**src/rtl/cbc_command_issuer_pkg.sv**
```systemverilog
// Shared constants for the CBC command issuer: bus geometry, field positions,
// reserved VPID, idle word, request modes, VP operation codes and FSM states.
package cbc_command_issuer_pkg;

    localparam int CBC_W  = 32;
    localparam int VPID_W = 4;
    localparam int OP_W   = 4;
    localparam int DATA_W = CBC_W - 1 - VPID_W - OP_W;

    localparam int BCAST_BIT = CBC_W - 1;
    localparam int DATA_MSB  = CBC_W - 2;
    localparam int DATA_LSB  = VPID_W + OP_W;
    localparam int OP_MSB    = VPID_W + OP_W - 1;
    localparam int OP_LSB    = VPID_W;
    localparam int DST_MSB   = VPID_W - 1;
    localparam int DST_LSB   = 0;

    // All-ones VPID is never assigned to a VP, so the idle word matches nobody.
    localparam logic [VPID_W-1:0] VPID_NONE     = '1;
    localparam logic [CBC_W-1:0]  CBC_IDLE_WORD = {{(CBC_W - VPID_W){1'b0}}, VPID_NONE};

    typedef enum logic [1:0] {
        MODE_UNICAST = 2'd0,
        MODE_BCAST   = 2'd1,
        MODE_SWEEP   = 2'd2,
        MODE_RSVD    = 2'd3
    } req_mode_e;

    typedef enum logic [OP_W-1:0] {
        OP_NOP               = 4'd0,
        OP_START_MAIN_THREAD = 4'd1,
        OP_STOP_MAIN_THREAD  = 4'd2
    } vp_op_e;

    typedef enum logic [1:0] {
        ST_IDLE  = 2'd0,
        ST_ISSUE = 2'd1,
        ST_DONE  = 2'd2,
        ST_ERR   = 2'd3
    } issuer_state_e;

endpackage

```
**src/rtl/cbc_word_pack.sv**
```systemverilog
// Combinational packer: assembles one CBC bus word from broadcast flag,
// operation, destination and payload.
module cbc_word_pack
    import cbc_command_issuer_pkg::*;
(
    input  logic              bcast_i,
    input  logic [OP_W-1:0]   op_i,
    input  logic [VPID_W-1:0] dst_i,
    input  logic [DATA_W-1:0] data_i,
    output logic [CBC_W-1:0]  word_o
);

    always_comb begin
        word_o                    = '0;
        word_o[BCAST_BIT]         = bcast_i;
        word_o[DATA_MSB:DATA_LSB] = data_i;
        word_o[OP_MSB:OP_LSB]     = op_i;
        word_o[DST_MSB:DST_LSB]   = dst_i;
    end

endmodule

```
**src/rtl/cbc_command_issuer.sv**
```systemverilog
// Issues unicast/broadcast/sweep commands onto the CBC bus, one word per target,
// throttled by VP busy. Define CBC_ISSUE_COUNTER_EN to build the issued-word counter.
//
// state    | meaning
// ---------+-----------------------------------------------------------
// ST_IDLE  | ready for a request, bus idle
// ST_ISSUE | loading one word per target, idle word while VP busy
// ST_DONE  | last word on bus; next edge pulses oDone and returns idle
// ST_ERR   | rejected request; next edge pulses oReqErr and returns idle
module cbc_command_issuer
    import cbc_command_issuer_pkg::*;
(
    input  logic              Clock,
    input  logic              Reset,
    input  logic              iReqValid,
    output logic              oReqReady,
    input  logic [1:0]        iReqMode,
    input  logic [OP_W-1:0]   iReqOp,
    input  logic [VPID_W-1:0] iReqDstLo,
    input  logic [VPID_W-1:0] iReqDstHi,
    input  logic [DATA_W-1:0] iReqData,
    input  logic              iVpBusy,
    output logic [CBC_W-1:0]  oCpCommand,
    output logic              oDone,
    output logic              oReqErr,
    output logic [15:0]       oIssueCount
);

    issuer_state_e     state_q;
    req_mode_e         mode_q;
    logic [OP_W-1:0]   op_q;
    logic [VPID_W-1:0] hi_q;
    logic [VPID_W-1:0] tgt_q;
    logic [DATA_W-1:0] data_q;
    logic [CBC_W-1:0]  cmd_q;
    logic              done_q;
    logic              err_q;

    logic              req_bad;
    logic              is_bcast;
    logic              last_word;
    logic [VPID_W-1:0] word_dst;
    logic [CBC_W-1:0]  issue_word;

    always_comb begin
        req_bad = 1'b0;
        if (iReqMode == MODE_RSVD) begin
            req_bad = 1'b1;
        end else if (iReqMode != MODE_BCAST && iReqDstLo == VPID_NONE) begin
            req_bad = 1'b1;
        end else if (iReqMode == MODE_SWEEP &&
                     (iReqDstLo > iReqDstHi || iReqDstHi == VPID_NONE)) begin
            req_bad = 1'b1;
        end
    end

    assign is_bcast  = (mode_q == MODE_BCAST);
    assign last_word = (mode_q != MODE_SWEEP) || (tgt_q == hi_q);
    assign word_dst  = is_bcast ? VPID_NONE : tgt_q;

    cbc_word_pack u_pack (
        .bcast_i (is_bcast),
        .op_i    (op_q),
        .dst_i   (word_dst),
        .data_i  (data_q),
        .word_o  (issue_word)
    );

    // Ready is a pure state decode, held low for as long as reset is applied.
    assign oReqReady  = (state_q == ST_IDLE) && !Reset;
    assign oCpCommand = cmd_q;
    assign oDone      = done_q;
    assign oReqErr    = err_q;

    always_ff @(posedge Clock or posedge Reset) begin
        if (Reset) begin
            state_q <= ST_IDLE;
            mode_q  <= MODE_UNICAST;
            op_q    <= '0;
            hi_q    <= '0;
            tgt_q   <= '0;
            data_q  <= '0;
            cmd_q   <= CBC_IDLE_WORD;
            done_q  <= 1'b0;
            err_q   <= 1'b0;
        end else begin
            done_q <= 1'b0;
            err_q  <= 1'b0;
            case (state_q)
                ST_IDLE: begin
                    cmd_q <= CBC_IDLE_WORD;
                    if (iReqValid) begin
                        mode_q  <= req_mode_e'(iReqMode);
                        op_q    <= iReqOp;
                        tgt_q   <= iReqDstLo;
                        hi_q    <= iReqDstHi;
                        data_q  <= iReqData;
                        state_q <= req_bad ? ST_ERR : ST_ISSUE;
                    end
                end
                ST_ISSUE: begin
                    if (iVpBusy) begin
                        cmd_q <= CBC_IDLE_WORD;
                    end else begin
                        cmd_q <= issue_word;
                        if (last_word) begin
                            state_q <= ST_DONE;
                        end else begin
                            tgt_q <= tgt_q + 1'b1;
                        end
                    end
                end
                ST_DONE: begin
                    cmd_q   <= CBC_IDLE_WORD;
                    done_q  <= 1'b1;
                    state_q <= ST_IDLE;
                end
                ST_ERR: begin
                    cmd_q   <= CBC_IDLE_WORD;
                    err_q   <= 1'b1;
                    state_q <= ST_IDLE;
                end
                default: begin
                    cmd_q   <= CBC_IDLE_WORD;
                    state_q <= ST_IDLE;
                end
            endcase
        end
    end

`ifdef CBC_ISSUE_COUNTER_EN
    logic [15:0] issue_cnt_q;
    logic        word_load;

    assign word_load   = (state_q == ST_ISSUE) && !iVpBusy;
    assign oIssueCount = issue_cnt_q;

    always_ff @(posedge Clock or posedge Reset) begin
        if (Reset) begin
            issue_cnt_q <= '0;
        end else if (word_load && issue_cnt_q != 16'hFFFF) begin
            issue_cnt_q <= issue_cnt_q + 16'd1;
        end
    end
`else
    assign oIssueCount = '0;
`endif

endmodule

```
**config.mk**
```make
export PLATFORM = sky130hd
export DESIGN_NAME = cbc_command_issuer
export DESIGN_NICKNAME = d
export VERILOG_FILES = /design/src/rtl/cbc_command_issuer_pkg.sv /design/src/rtl/cbc_word_pack.sv /design/src/rtl/cbc_command_issuer.sv
export SDC_FILE = /design/constraint.sdc
export NUM_CORES = 1
export LEC_CHECK = 0
export ABC_AREA = 1
export BUFFER_PORTS_ARGS = -buffer_cell sky130_fd_sc_hd__buf_2
export CELL_PAD_IN_SITES_DETAIL_PLACEMENT = 2
export CELL_PAD_IN_SITES_GLOBAL_PLACEMENT = 2
export CORE_UTILIZATION = 32
export DETAILED_ROUTE_END_ITERATION = 10
export PLACE_DENSITY_LB_ADDON = 0.25
export SETUP_SLACK_MARGIN = 0.05
export SLEW_MARGIN = 5
export SYNTH_ARGS = -nofsm -noshare
export SYNTH_HDL_FRONTEND = slang
export SYNTH_SLANG_ARGS = --single-unit
```
**constraint.sdc**
```tcl
create_clock -name Clock -period 3.12 [get_ports Clock]
set_input_delay 0.156 -clock Clock [delete_from_list [all_inputs] [get_ports Clock]]
set_output_delay 0.156 -clock Clock [all_outputs]
set_load 0.01 [all_outputs]
```
==> impl_metrics.toml, run 1 <==
[global_route]
grtUsageTotal_pct = 16.59
grt_max_degree = 53
grt_pass1_wl_um = 12340
antenna_found_initial = 0
grt_pass1_vias = 2470
grt-ovfl-total = 0

[worst_setup_path]
cp_slowest_stage_delay_ns = 0.39
reg2reg_to = "tgt_q[2]"
critPathKind = "flop to flop"
cp.arrival_ns = 1.94
worst-path-max-fanout = 30
cp_common_cell = "nand2_1"
rr_startpoint = "state_q[0]"
crit_slowest_cell = "dfrtp_1"
setup.worst_path.end = "tgt_q[2]"
worst-r2r-cell-count = 8
worstSetupStartpointType = "flop"
worst-r2r-setup-slack_ns = 1.41
crit_chain = "inv_2 -> nor2_4 -> inv_2 -> or2_4 -> nand2_1 -> nand2_1 -> nand2_1 -> nand2_1"
crit_path_end_kind = "flop"
crit_path_start = "state_q[0]"
required_ns = 3.35

[clock_tree]
cts_sinks = 73
post_cts_buffers = 0
cts_root_buf = "clkbuf_8"
cts-resized-gates = 0
clkTransAtPathRegs_ns = 0.08
cts_tree = "done"
cts_made_buffers = 9
clk_latency_ns = 0.35
h-tree-depth = 3
cts_hold_buffers = 0
cts_buffer_depth = 2

[timing]
tns_ns = 0
worstMarginPinSlew_ns = 0.9447
finalMaxSlewViolations = 0
fin_crit_sh_pct = 54.72
finalClockSkew_ns = 0.01209
setup_viol = 0
fmaxAchievable_mhz = 585.7
hold_viol = 0
rsz0062_at_grt = "no"
min_period_ns = 1.707
slew_headroom_pct = 36.93

[drt]
drt_pass1_iterations = 4
drt_iter0_drc = 43
drc = 0
num_vias = 2326
ant_nets = 0
routedWlPerCell_um = 14.33
wl_um = 7478
viasPerCell = 4.456

[placed_design]
place_congestion = 0.7796
dp_hpwl_um = 5390
io_buffer_count = 75

[final_layout]
final_layout_size_suffix_gt1_share_pct = 25.79
nNetsFinal = 452
final-seq-area_um2 = 1832
multi_input_area_um2 = 883.3
fin_util_pct = 39.21
fill_cells = 1062
diodes = 0
areaGrowthSynthToFinish_pct = 19.54

[synthesis]
ys_ff_latch = 73
netlist_area_um2 = 3017
synth_cell_types = 21
ys_warn_count = 0
post_synth.cell_area_avg_um2 = 9.197
syn_inst = 328
seq_area_frac_synth_pct = 60.72

[floorplan]
chipHeight_um = 99.09
ios = 92
die_w_um = 99.09
fp-row-count = 35
coreArea_um2 = 9196
start_util_pct = 32.80
die_area_um2 = 9819

[worst_hold_path]
hold_path.class = "input pin to async pin"

[pwr]
power.leakage_nw = 2.077
peakVddDrop_v = 0.0002473
power_density_nw_per_um2 = 874.4

[status]
status = "completed"

[run]
cap_viol_max_count = 0
## critical path: cells and delay by family, from the launching register on
| kind | cells | cell delay, ns |
|---|---|---|
| AND/OR/NAND/NOR | 6 | 1.03 |
| flip-flops | 1 | 0.39 |
| buffers and inverters | 2 | 0.16 |
## flip-flops by register name (all words and copies together) (netlist names)
signal / cells
tgt_q: 4
mode_q: 2
oCpCommand: 32
op_q: 4
state_q: 2
data_q: 23
oReqErr: 1
hi_q: 4
oDone: 1
## cells in the mapped netlist
cell type | count | area [um2]
inv_1 | 47 | 176.4
buf_2 | 5 | 25.02
inv_2 | 2 | 7.510
nor2_1 | 67 | 251.5
nor2_4 | 1 | 11.26
or2_4 | 1 | 8.760
a21oi_1 | 33 | 165.2
nand2_1 | 50 | 187.7
buf_4 | 16 | 120.1
dfstp_2 | 4 | 105.1
clkbuf_1 | 3 | 11.26
ha_1 | 5 | 62.56
o31ai_1 | 1 | 7.510
nand3_1 | 12 | 60.06
mux2_2 | 1 | 11.26
conb_1 | 1 | 3.750
o21ai_0 | 6 | 30.03
dfrtp_1 | 69 | 1727
a21oi_4 | 1 | 16.27
or2_2 | 1 | 6.260
buf_6 | 2 | 22.52
## layer usage
layer  GRT usage, %  routed length [um]
met1          21.32                3394
met2          27.92                3657
met3          4.146                 343
met4          4.751                  83
met5              0                   0
## where the power goes
group / switching, mW / internal (mW)
Combinational: 0.698 / 0.356
Clock: 0.368 / 0.290
Sequential: 0.146 / 1.29
## how the worst min path moves through the flow
stage                 end  slack (ns)  cells after the start
2_1_floorplan  state_q[0]        0.30                      2
5_1_grt         data_q[1]        0.06                      3
3_3_place_gp   data_q[11]        0.41                      3
3_5_place_dp   data_q[11]        0.42                      3
6_report       state_q[0]        0.03                      2
4_1_cts        data_q[11]        0.04                      3
## area by class of cell
class	instances	area share (%)
clock inverter	6	1.180
multi-input combinational	195	24.50
inverter	49	5.101
tap	111	3.851
timing repair buffer	78	11.03
clock buffer	10	3.539
sequential	73	50.80
## metrics by stage
step | total power, mW | setup slack [ns] | hold WS [ns] | cells | area [um2]
floorplan | 2.181 | 1.117 | 0.3027 | 343 | 3073
global placement | 2.459 | 1.501 | 0.4059 | 506 | 3436
detailed placement | 2.534 | 1.396 | 0.4182 | 506 | 3436
CTS | 3.211 | 1.383 | 0.04451 | 522 | 3606
global route | 3.418 | 1.261 | 0.06455 | 522 | 3606
finish | 3.153 | 1.413 | 0.02759 | 522 | 3606
## cells by family (layout without fill, tap and decap cells)
family / Yosys count / after routing / share of synthesized area, %
other: 1 / 16 / 0.1243
buffers and inverters: 75 / 143 / 12.03
DFF: 73 / 73 / 60.72
muxes: 1 / 1 / 0.3733
and+or+nand+nor: 132 / 132 / 17.42
adders and majority gates: 5 / 5 / 2.074
AOI/OAI and AO/OA: 41 / 41 / 7.259
## layout by cell type (no fill, tap or decap), drive strengths merged
cell      instances
nand3            12
inv              50
nand2            50
buf              78
clkinv            3
conb             16
mux2              1
dfrtp            69
nor2             68
clkinvlp          2
or2               2
a21oi            34
o31ai             1
ha                5
clkbuf           10
dfstp             4
o21ai             6
Note: power is estimated with default switching activity, not from simulation.
==> run 2, diff against run 1 <==
CORE_UTILIZATION = 27   (was 32)
clock period = 1.43 ns   (was 3.12 ns; I/O delays follow)
==> run 2 against run 1 <==
Compared with the run above: routed wire length up 4.0%; non-clock buffer count up 38; worst setup slack worse by 1.4 ns; final cell count up 13%; die area up 18%; register-to-register slack worse by 1.4 ns; sequential share of layout area down 5.5 points; final area up 12%; sequential power up 120%; clock power up 130%; fmax up 25%; critical path type unchanged; largest power group unchanged.
==> impl_metrics.toml, run 2 (synthesized netlist as in run 1, its figures left out) <==
[placed_design]
io_buffer_count = 75
dp_hpwl_um = 5399
dp_cells = 543
place_ws_ns = 0.06032
place_congestion = 0.7570

[pwr]
power.leakage_nw = 2.256
power_density_nw_per_um2 = 1810
peakVddDrop_v = 0.0004378

[global_route]
grtUsageTotal_pct = 14.43
antenna_found_initial = 0
grt_max_degree = 74
top_usage_layer = "met2"
grt_pass1_wl_um = 12690
grt-ovfl-total = 0
grt_pass1_vias = 2700
met3_usage_pct = 2.240
use_met2_pct = 24.68
met1_usage_pct = 17.39

[timing]
rsz0062_at_grt = "yes"
setup_ws_ns = 0.06223
hold_viol = 0
fmaxAchievable_mhz = 731.1
tns_ns = 0
finalMaxSlewViolations = 0
hold_slack_ns = 0.006404
finalClockSkew_ns = 0.006933
fin_crit_sh_pct = 95.65
min_period_ns = 1.368
setup_viol = 0

[run]
cap_viol_max_count = 0

[final_layout]
largest_register_ffs = 32
layout_commonest_cell = "buf_2"
final_cells = 588
layout_common_cells = "75 x buf_2, 67 x nor2_1, 67 x dfrtp_1"
nNetsFinal = 490
final_layout_size_suffix_gt1_share_pct = 27.90
diodes = 0
areaGrowthSynthToFinish_pct = 34.30
fin_util_pct = 37.37

[drt]
viasPerCell = 4.252
drt_iter0_drc = 67
wl_um = 7779
num_vias = 2500
drt_pass1_iterations = 3
ant_nets = 0
routedWlPerCell_um = 13.23
drc = 0

[clock_tree]
cts_sinks = 73
cts_made_buffers = 9
cts_buffer_depth = 2
clk_latency_ns = 0.35
cts_tree = "done"
clkTransAtPathRegs_ns = 0.08
cts_root_buf = "clkbuf_8"
h-tree-depth = 3

[worst_setup_path]
cp_num_buf_inv = 0
crit_path_end_kind = "flop"
cp.arrival_ns = 1.66
critPathKind = "flop to flop"
worstSetupStartpointType = "flop"
required_ns = 1.72
crit_chain = "ha_1 -> or2_2 -> a21oi_1 -> nand3_1 -> nand2_1"
crit_slowest_cell = "dfrtp_2"
cp_slowest_stage_delay_ns = 0.44
worst-path-max-fanout = 4
crit_family = "simple AND/OR/NAND/NOR gates"

[floorplan]
chipHeight_um = 107.7
fp-row-count = 38
coreArea_um2 = 10840
die_w_um = 107.7
die_area_um2 = 11600
start_util_pct = 27.83
ios = 92

[worst_hold_path]
hold_path.class = "input pin to flop"

[status]
status = "completed"
==> run 2: timing repair <==
action | 4_1_cts | 5_1_grt
pin swaps | 0 | 4
buffers inserted | 1 | 4
endpoints found under the hold margin | 94 | 0
setup endpoints to repair | 1 | 42
resized for setup | 2 | 7
hold buffers | 25 | 0
==> run 2: worst register-to-register path: stages, from the launching register on <==
cell and delay [ns]:
dfrtp_2 0.44, ha_1 0.21, or2_2 0.29, a21oi_1 0.19, nand3_1 0.10, nand2_1 0.07
==> run 2: metrics by stage <==
stage	instance area (um2)	power, mW
CTS	4003	7.361
detailed placement	3561	5.728
finish	4051	7.331
global placement	3561	5.570
global route	4051	7.967
floorplan	3077	4.759
==> run 2: cell type report <==
| class | instances | area (um2) |
|---|---|---|
| inverter | 49 | 187.7 |
| clock inverter | 2 | 12.51 |
| multi-input combinational | 195 | 898.4 |
| timing repair buffer | 116 | 774.5 |
| fill | 1194 | 6789 |
| tap | 140 | 175.2 |
| sequential | 73 | 1834 |
| clock buffer | 13 | 168.9 |
==> run 2: layer usage <==
layer,vias to the layer above,wire length [um]
li1,1192,-
met1,1231,3517
met3,13,292
met4,0,168
met5,-,0
met2,64,3800
==> run 2: path summary, 6_finish.rpt <==
| path | slack (ns) | depth (start not counted) | to | startpoint |
|---|---|---|---|---|
| max | 0.06 | 5 | tgt_q[2] | tgt_q[0] |
| min | 0.006 | 3 | data_q[16] | iReqData[16] |
| max reg2reg | 0.06 | 5 | tgt_q[2] | tgt_q[0] |
| min reg2reg | 0.49 | 2 | oCpCommand[9] | data_q[1] |
| max in group asynchronous | 0.70 | 4 | oCpCommand[3] | Reset |
| min in group asynchronous | 0.37 | 4 | oDone | Reset |
==> run 2: power breakdown <==
part | total (mW) | internal [mW] | switching [mW]
Combinational | 2.68 | 1.06 | 1.62
Clock | 1.51 | 0.761 | 0.749
Sequential | 3.15 | 2.83 | 0.315
==> run 3, diff against run 2 <==
ABC_AREA = 0   (was 1)
CORE_UTILIZATION = 30   (was 27)
==> run 3 against run 2 <==
Compared with the run above: the flow now finishes with violations (setup timing); final area increased by 15%; via count decreased by 9.6%; sequential share of layout area decreased by 5.7 points; synthesized area increased by 0.50%; clock power increased by 9.9%; first-iteration DRC count decreased by 16%; worst hold slack improved by 0.0062 ns; global-route usage increased by 3.4 points; total power increased by 19%; clock-buffer cell count decreased by 3; critical endpoint is now mode_q[0].
==> impl_metrics.toml, run 3 <==
[worst_setup_path]
cp.arrival_ns = 1.73
worst-r2r-setup-slack_ns = -0.05
cp_num_buf_inv = 3
cp_common_cell = "buf_12"
critPathKind = "flop to flop"
required_ns = 1.67
worstSetupStartpointType = "flop"
crit_path_end_kind = "flop"
crit_chain = "nor3b_4 -> buf_12 -> buf_12 -> buf_16 -> mux2_4"
cp_slowest_stage_delay_ns = 0.44
worst-path-max-fanout = 6
crit_family = "flip-flops"
crit_slowest_cell = "dfrtp_2"

[global_route]
grt-ovfl-total = 0
antenna_found_initial = 0
grt_pass1_wl_um = 13630
grt_max_degree = 22
grt_pass1_vias = 2562
grtUsageTotal_pct = 17.86

[drt]
drt_iter0_drc = 56
viasPerCell = 4.407
drc = 0
ant_nets = 0
wl_um = 8572
routedWlPerCell_um = 16.71
num_vias = 2261
drt_pass1_iterations = 4

[timing]
setup_ws_ns = -0.05177
min_period_ns = 1.482
rsz0062_at_grt = "yes"
worstMarginPinSlew_ns = 0.5187
finalClockSkew_ns = 0.01649
fmaxAchievable_mhz = 674.9
slew_headroom_pct = 65.35
tns_ns = -0.4037
hold_viol = 0
hold_slack_ns = 0.01257
setup_viol = 17
finalMaxSlewViolations = 0
fin_crit_sh_pct = 103.6

[floorplan]
die_area_um2 = 10510
die_w_um = 102.5
fp-row-count = 36
start_util_pct = 31.02
chipHeight_um = 102.5
coreArea_um2 = 9774
ios = 92

[run]
cap_viol_max_count = 0

[synthesis]
synth_edf_count = 0
ys_ff_latch = 73
post_synth.cell_area_avg_um2 = 13.36
synth_top_area_share_pct = 56.95
ys.flop_type = "dfrtp_1"
synthMostInstantiatedCell = "dfrtp_1"
syn_inst = 227
synth_area_leader_cell = "dfrtp_1"
synth_cell_types = 36
synthArstFlopShare_pct = 100.0
seq_area_frac_synth_pct = 60.42
netlist_area_um2 = 3032
synth_common_cells = "69 x dfrtp_1, 33 x mux2_2, 28 x and2_1"
ys_top_cells_by_area = "dfrtp_1 57%, mux2_2 12%, and2_1 5.8%, buf_4 5.2%, dfstp_2 3.5%"
ys_warn_count = 0

[final_layout]
final_layout_size_suffix_gt1_share_pct = 50.26
fill_cells = 994
multi_input_area_um2 = 1225
final-seq-area_um2 = 1834
nNetsFinal = 421
final_area_um2 = 4639
diodes = 0
areaGrowthSynthToFinish_pct = 53.03
layout_commonest_cell = "buf_2"
largest_register_ffs = 32
fin_util_pct = 47.47
layout_common_cells = "75 x buf_2, 67 x dfrtp_1, 37 x dlygate4sd3_1"

[placed_design]
place_ws_ns = -0.09873
dp_hpwl_um = 5062
place_congestion = 0.7602
io_buffer_count = 75
place_area_um2 = 3640

[clock_tree]
cts_sinks = 73
cts_tree = "done"
cts_root_buf = "clkbuf_8"
cts_buffer_depth = 2
clkTransAtPathRegs_ns = 0.08
h-tree-depth = 3
cts_made_buffers = 9
clk_latency_ns = 0.36

[pwr]
peakVddDrop_v = 0.0005799
power_density_nw_per_um2 = 1877
power.leakage_nw = 2.272

[status]
status = "complete, but fails checks"
violations = "setup timing"

[worst_hold_path]
hold_path.class = "input pin to flop"
[run 3: routing by layer]
metal	wire, um	GRT usage (%)
met3	426	5.017
met5	0	0
met1	3504	21.18
met4	169	5.824
met2	4471	31.18
[run 3: timing repair]
action | in CTS | in global routing
setup endpoints to repair | 40 | 58
gates resized for setup | 42 | 22
endpoints found under the hold margin | 49 | 0
gates cloned | 3 | 0
hold buffers | 37 | 0
pin swaps | 13 | 8
setup buffers | 11 | 4
[run 3: through the flow]
step,power (mW),instances
6_report,8.707,513
5_1_grt,9.226,513
4_1_cts,8.485,511
3_5_place_dp,5.848,444
3_3_place_gp,5.704,444
2_1_floorplan,4.891,242
[run 3: area by class of cell]
type | instances | share of cell area, %
Clock buffer | 10 | 2.751
Clock inverter | 6 | 1.456
Tap cell | 133 | 3.587
Multi-Input combinational cell | 134 | 26.40
Inverter | 10 | 0.8900
Sequential cell | 73 | 39.54
Timing Repair Buffer | 147 | 25.38
[run 3: power by group]
group	internal, mW	switching, mW
Clock	0.813	0.849
Combinational	2.16	1.56
Sequential	2.87	0.456
[run 3: final timing paths]
check                                 from        endpoint  cells past startpoint
worst max-delay path            state_q[1]       mode_q[0]                      5
worst min-delay path             iReqValid      state_q[0]                      3
worst max register to register  state_q[1]       mode_q[0]                      5
worst min register to register   data_q[3]  oCpCommand[11]                      1
max in group asynchronous            Reset  oCpCommand[17]                      4
min in group asynchronous            Reset        tgt_q[3]                      3
[run 3: worst reg2reg max path, stage by stage, from the launching register on]
cell,delay [ns]
dfrtp_2,0.44
nor3b_4,0.23
buf_12,0.16
buf_12,0.12
buf_16,0.13
mux2_4,0.30
[run 3: kinds of logic after synthesis]
| family | synth area share (%) |
|---|---|
| flip-flops | 60.42 |
| AND/OR/NAND/NOR | 12.67 |
| buffers and inverters | 6.975 |
| multiplexers | 12.26 |
| AO/OA/AOI/OAI | 4.334 |
| adder cells (fa/ha/maj) | 2.064 |
| XOR/XNOR | 1.155 |
| other | 0.1237 |
